<file path="src/rtl/scan_decoder.sv">
// Registered N-to-2^N decoder with one-hot, thermometer, clear and auto-scan modes.
// Commands enter through a valid/ready handshake and are taken only while idle.
module scan_decoder #(
    parameter int IN_W    = 3,
    parameter int OUT_W   = 2**IN_W,
    parameter int DWELL_W = 8
) (
    input  logic               clk,
    input  logic               rst_n,
    input  logic               in_valid,
    output logic               in_ready,
    input  logic [1:0]         mode,
    input  logic [IN_W-1:0]    inp,
    input  logic [DWELL_W-1:0] dwell,
    input  logic               stop,
    output logic [OUT_W-1:0]   out,
    output logic               out_valid,
    output logic [IN_W-1:0]    scan_idx,
    output logic               scan_wrap
);

    localparam logic [0:0] IDLE = 1'b0;
    localparam logic [0:0] SCAN = 1'b1;

    localparam logic [1:0] MODE_ONEHOT = 2'b00;
    localparam logic [1:0] MODE_THERM  = 2'b01;
    localparam logic [1:0] MODE_SCAN   = 2'b10;
    localparam logic [1:0] MODE_CLEAR  = 2'b11;

    localparam logic [IN_W-1:0] LAST_IDX = IN_W'(OUT_W - 1);

    function automatic logic [OUT_W-1:0] onehot_f(input logic [IN_W-1:0] idx);
        onehot_f = OUT_W'(1) << idx;
    endfunction

    // Bits [idx:0] set; idx = OUT_W-1 yields all ones.
    function automatic logic [OUT_W-1:0] therm_f(input logic [IN_W-1:0] idx);
        logic [OUT_W-1:0] r;
        r = {OUT_W{1'b0}};
        for (int i = 0; i < OUT_W; i++) begin
            r[i] = (i <= int'(idx)) ? 1'b1 : 1'b0;
        end
        therm_f = r;
    endfunction

    logic [0:0]         state_r,     state_s;
    logic [OUT_W-1:0]   out_r,       out_s;
    logic               out_valid_r, out_valid_s;
    logic [IN_W-1:0]    scan_idx_r,  scan_idx_s;
    logic               scan_wrap_r, scan_wrap_s;
    logic [DWELL_W-1:0] cnt_r,       cnt_s;
    logic [DWELL_W-1:0] dwell_r,     dwell_s;
    logic               accept_s;
    logic [IN_W-1:0]    idx_inc_s;

    // Handshake: ready purely from the state register.
    always_comb begin
        in_ready  = (state_r == IDLE) ? 1'b1 : 1'b0;
        accept_s  = in_valid & in_ready;
        idx_inc_s = scan_idx_r + IN_W'(1);
    end

    // Next-state and next-output computation.
    always_comb begin
        state_s     = state_r;
        out_s       = out_r;
        out_valid_s = out_valid_r;
        scan_idx_s  = scan_idx_r;
        scan_wrap_s = 1'b0;
        cnt_s       = cnt_r;
        dwell_s     = dwell_r;
        case (state_r)
            IDLE: begin
                if (accept_s) begin
                    case (mode)
                        MODE_ONEHOT: begin
                            out_s       = onehot_f(inp);
                            out_valid_s = 1'b1;
                        end
                        MODE_THERM: begin
                            out_s       = therm_f(inp);
                            out_valid_s = 1'b1;
                        end
                        MODE_SCAN: begin
                            out_s       = onehot_f(inp);
                            out_valid_s = 1'b1;
                            scan_idx_s  = inp;
                            cnt_s       = dwell;
                            dwell_s     = dwell;
                            state_s     = SCAN;
                        end
                        MODE_CLEAR: begin
                            out_s       = {OUT_W{1'b0}};
                            out_valid_s = 1'b0;
                        end
                        default: begin
                            out_s       = out_r;
                            out_valid_s = out_valid_r;
                        end
                    endcase
                end else begin
                    state_s = IDLE;
                end
            end
            SCAN: begin
                // Stop outranks an advance, so a colliding wrap never pulses.
                if (stop) begin
                    out_s       = {OUT_W{1'b0}};
                    out_valid_s = 1'b0;
                    scan_idx_s  = {IN_W{1'b0}};
                    cnt_s       = {DWELL_W{1'b0}};
                    state_s     = IDLE;
                end else if (cnt_r != {DWELL_W{1'b0}}) begin
                    cnt_s = cnt_r - DWELL_W'(1);
                end else begin
                    scan_idx_s  = idx_inc_s;
                    out_s       = onehot_f(idx_inc_s);
                    cnt_s       = dwell_r;
                    scan_wrap_s = (scan_idx_r == LAST_IDX) ? 1'b1 : 1'b0;
                end
            end
            default: begin
                state_s     = IDLE;
                out_s       = {OUT_W{1'b0}};
                out_valid_s = 1'b0;
                scan_idx_s  = {IN_W{1'b0}};
                cnt_s       = {DWELL_W{1'b0}};
            end
        endcase
    end

    // State and output registers.
    always_ff @(posedge clk or negedge rst_n) begin
        if (!rst_n) begin
            state_r     <= IDLE;
            out_r       <= {OUT_W{1'b0}};
            out_valid_r <= 1'b0;
            scan_idx_r  <= {IN_W{1'b0}};
            scan_wrap_r <= 1'b0;
            cnt_r       <= {DWELL_W{1'b0}};
            dwell_r     <= {DWELL_W{1'b0}};
        end else begin
            state_r     <= state_s;
            out_r       <= out_s;
            out_valid_r <= out_valid_s;
            scan_idx_r  <= scan_idx_s;
            scan_wrap_r <= scan_wrap_s;
            cnt_r       <= cnt_s;
            dwell_r     <= dwell_s;
        end
    end

    assign out       = out_r;
    assign out_valid = out_valid_r;
    assign scan_idx  = scan_idx_r;
    assign scan_wrap = scan_wrap_r;

    scan_decoder_chk #(
        .OUT_W (OUT_W)
    ) u_chk (
        .clk       (clk),
        .rst_n     (rst_n),
        .in_ready  (in_ready),
        .out       (out_r),
        .out_valid (out_valid_r),
        .scan_wrap (scan_wrap_r)
    );

endmodule

// Structural invariants of the decoder outputs.
module scan_decoder_chk #(
    parameter int OUT_W = 8
) (
    input logic             clk,
    input logic             rst_n,
    input logic             in_ready,
    input logic [OUT_W-1:0] out,
    input logic             out_valid,
    input logic             scan_wrap
);

    a_wrap_shows_zero: assert property (@(posedge clk) disable iff (!rst_n)
        scan_wrap |-> (out == OUT_W'(1)));

    a_scan_onehot: assert property (@(posedge clk) disable iff (!rst_n)
        !in_ready |-> ($onehot(out) && out_valid));

    a_invalid_is_zero: assert property (@(posedge clk) disable iff (!rst_n)
        !out_valid |-> (out == {OUT_W{1'b0}}));

endmodule

</file>
<file path="config.mk">
export PLATFORM = sky130hd
export DESIGN_NAME = scan_decoder
export DESIGN_NICKNAME = d
export VERILOG_FILES = /design/src/rtl/scan_decoder.sv
export SDC_FILE = /design/constraint.sdc
export NUM_CORES = 1
export LEC_CHECK = 0
export CORE_MARGIN = 2
export CORE_UTILIZATION = 52
export DETAILED_ROUTE_END_ITERATION = 8
export PLACE_DENSITY = 0.79
export SETUP_SLACK_MARGIN = 0.5
export SLEW_MARGIN = 10
export SYNTH_ARGS = -nofsm -noshare
export SYNTH_HDL_FRONTEND = slang
export SYNTH_SLANG_ARGS = --single-unit
</file>
<file path="constraint.sdc">
create_clock -name clk -period 3.05 [get_ports clk]
set_clock_uncertainty 0.15 [all_clocks]
set_input_delay 0.61 -clock clk [delete_from_list [all_inputs] [get_ports clk]]
set_output_delay 0.61 -clock clk [all_outputs]
set_load 0.1 [all_outputs]
</file>
==> key figures <==
Synth
  – Syn Nets: 206
  – Synth Instances: 181
  – Adder-cell share of the synthesized area: 0.05747
  – Register area share after synthesis: 0.4310
  – Post-synth EDFFs: 0
  – Area share of and/or/nand/nor cells after synthesis: 0.1803
  – Post-synthesis async set-or-reset flop share: 1.000
  – Synth Warn #: 0
  – Main combinational cell family by area after synthesis: compound AO/OA/AOI/OAI gates
  – Library cells used by synthesis: 45
  – Fraction of synthesized cell area in xor and xnor cells: 0.01006
  – Top-count cell post-synth: dfrtp_1
  – Ys flop type: dfrtp_1
  – Mux cell area share after synthesis: 0.09555
  – Synth top area cells: dfrtp_1, mux2_2, nand2_1
  – Synthesis-stage register bit count: 30
  – Share of the synthesized area in the top cell type: 0.4310
  – Post-Syn Area per Cell: 9.622 µm²
  – Compound-Gate Fraction of Synth Area: 0.1839
  – Cell Area, Synth: about 1700 µm²
  – Biggest area consumer among synthesized cells: dfrtp_1
  – Top post-synthesis cells by count: dfrtp_1, nand2_1, mux2_2, o21ai_0

Clocking
  – Reg clk slew, reported paths: 0.10 ns
  – CTS tree: yes
  – Num CTS Buffers: 5
  – Clock sink count: 30
  – CTS Buffer Depth: 2
  – H-Tree Depth: 2
  – Clock Tree Root: clkbuf_4
  – Worst skew pair latency: 0.33 ns

Route
  – Pre-Repair DR Iteration Count: 4
  – Via count: 1519
  – Initial DRC count: 109
  – Post-route ant nets: 0
  – Drc violations: 0
  – Detailed Route WL: 4.230 mm
  – Vias per cell: 5.820
  – Avg WL per Cell: roughly 16 µm

Worst hold path
  – HP Class: register to register

Floorplanning
  – Placement Rows: 21
  – Die W: 61.88 µm
  – DIE AREA: between 3000 and 4000 µm²
  – Initial Util: 0.5303
  – I/O pin total: 31
  – Die Height: 61.88 µm
  – Core ar.: 3284 µm²

Timing
  – Setup_tns: 0 ns
  – Hold Fails Final Rpt: 0
  – Worst slew pin tran: a little under 0.4 ns
  – F_max: approximately 420 MHz
  – Unrepaired setup endpoints after global routing: no
  – Fin crit period: about 2.4 ns
  – Slew margin rel.: 0.7390
  – Number of setup violations in the final report: 0
  – Final Cycle Share: 0.7789
  – Max-slew violation count: 0

Critical path
  – Worst Path Required: roughly 3.2 ns
  – CP startpoint kind: register
  – Critical path fanouts, max: 6
  – CP arrival: 2.48 ns
  – Critical Path End Type: register
  – WS Path Type: register to register

Final layout
  – Synthesis-to-finish area growth: 22.13%
  – Fillers: 287
  – Final core occ: 0.6476
  – Final net count: roughly 240
  – Antenna Cells: 0
  – Layout cells sized above 1: 0.2140

Placed design
  – Gpl congestion: 0.9282
  – Port Buf Inserts: 30
  – Detail Placement HPWL: 3.068 mm

GRT
  – Largest net degree at the start of global routing: 31
  – Total grt overflow: 0
  – Initial antenna violation count: 0
  – First-pass GRT wire length: 6.851 mm
  – Vias in the first global route: 1470
  – GRT Overall Usage: 0.2485

Power and ir drop
  – Worst VDD drop: 388.3 µV
  – Pwr Density: 674.1 nW/µm²
  – Pleak: 0.0009701 µW

Flow run
  – Max-Cap Viols: 0

Status
  – Outcome: finished, final reports clean
layout make-up:
class / instances / area (µm²) / area share
clock inverters: 1 / 5.005 / 0.002353
inverters: 8 / 30.03 / 0.01412
flip-flops and latches: 30 / 750.7 / 0.3529
multi-input cells: 134 / 925.9 / 0.4353
repair buffers: 35 / 302.8 / 0.1424
well taps: 46 / 57.56 / 0.02706
clock buffers: 7 / 55.05 / 0.02588
per-layer routing:
layer,up-vias,routed length (µm),global-route usage
met5,-,0,0
met4,0,95,0.1429
met3,10,200,0.06418
met2,53,2228,0.4135
met1,733,1706,0.2896
li1,723,-,-
cell usage in the layout, fill, tap and decap left out, types with 5 or more instances in the layout:
cell,instances
ha_1,7
nand2_1,28
buf_4,19
dfrtp_1,30
clkbuf_4,5
a22oi_1,5
o21ai_0,12
nor2_1,8
inv_1,7
mux2_2,13
clkdlybuf4s50_1,16
report_power, final:
part           internal, µW  switching [µW]
combinational           198             432
sequential              475            74.3
clock                   112             142
total                   785             648
flip-flops by register name, indices dropped and copies added (netlist names):
register   flops
cnt_r          8
dwell_r        8
out            8
out_valid      1
scan_idx       3
scan_wrap      1
state_r        1
cells by family after synthesis:
| logic type | Yosys count |
|---|---|
| buffers and inverters | 17 |
| AO/OA/AOI/OAI | 45 |
| multiplexers | 15 |
| AND/OR/NAND/NOR | 64 |
| flip-flops | 30 |
| XOR/XNOR | 2 |
| adder cells (fa/ha/maj) | 8 |
critical path, cell delays in order (launching register included):
cell and delay (ns):
dfrtp_1 0.42, inv_1 0.11, ha_2 0.20, or3b_4 0.41
or2_4 0.31, buf_4 0.15, buf_4 0.13, mux2_2 0.26
o221ai_1 0.16
timing repair:
item / CTS / global route
resized for setup: 1 / 3
buffers inserted: 0 / 2
setup endpoints to repair: 9 / 9
pin swaps: 1 / 2
cloned: 0 / 0
hold buffers: 0 / 0
worst paths after layout:
check / slack (ns) / depth (start not counted) / to / from
max: 0.67 / 8 / cnt_r[3] / cnt_r[1]
min: 0.35 / 2 / dwell_r[7] / dwell_r[7]
max reg2reg: 0.67 / 8 / cnt_r[3] / cnt_r[1]
min reg2reg: 0.35 / 2 / dwell_r[7] / dwell_r[7]
max in group asynchronous: 1.95 / 2 / scan_idx[2] / rst_n
min in group asynchronous: 0.51 / 2 / cnt_r[7] / rst_n
metrics by stage:
step	setup slack, ns	hold WS (ns)	cells	total power [µW]	instance area (µm²)
finish	0.6742	0.3460	261	1434	2127
global route	0.5673	0.3860	261	1514	2127
detailed placement	0.3680	0.3087	251	1174	2044
global placement	0.4727	0.3039	251	1154	2044
CTS	0.5563	0.3416	259	1433	2107
floorplan	0.6800	0.1644	181	1010	1742
(Power assumes the default switching activity.)
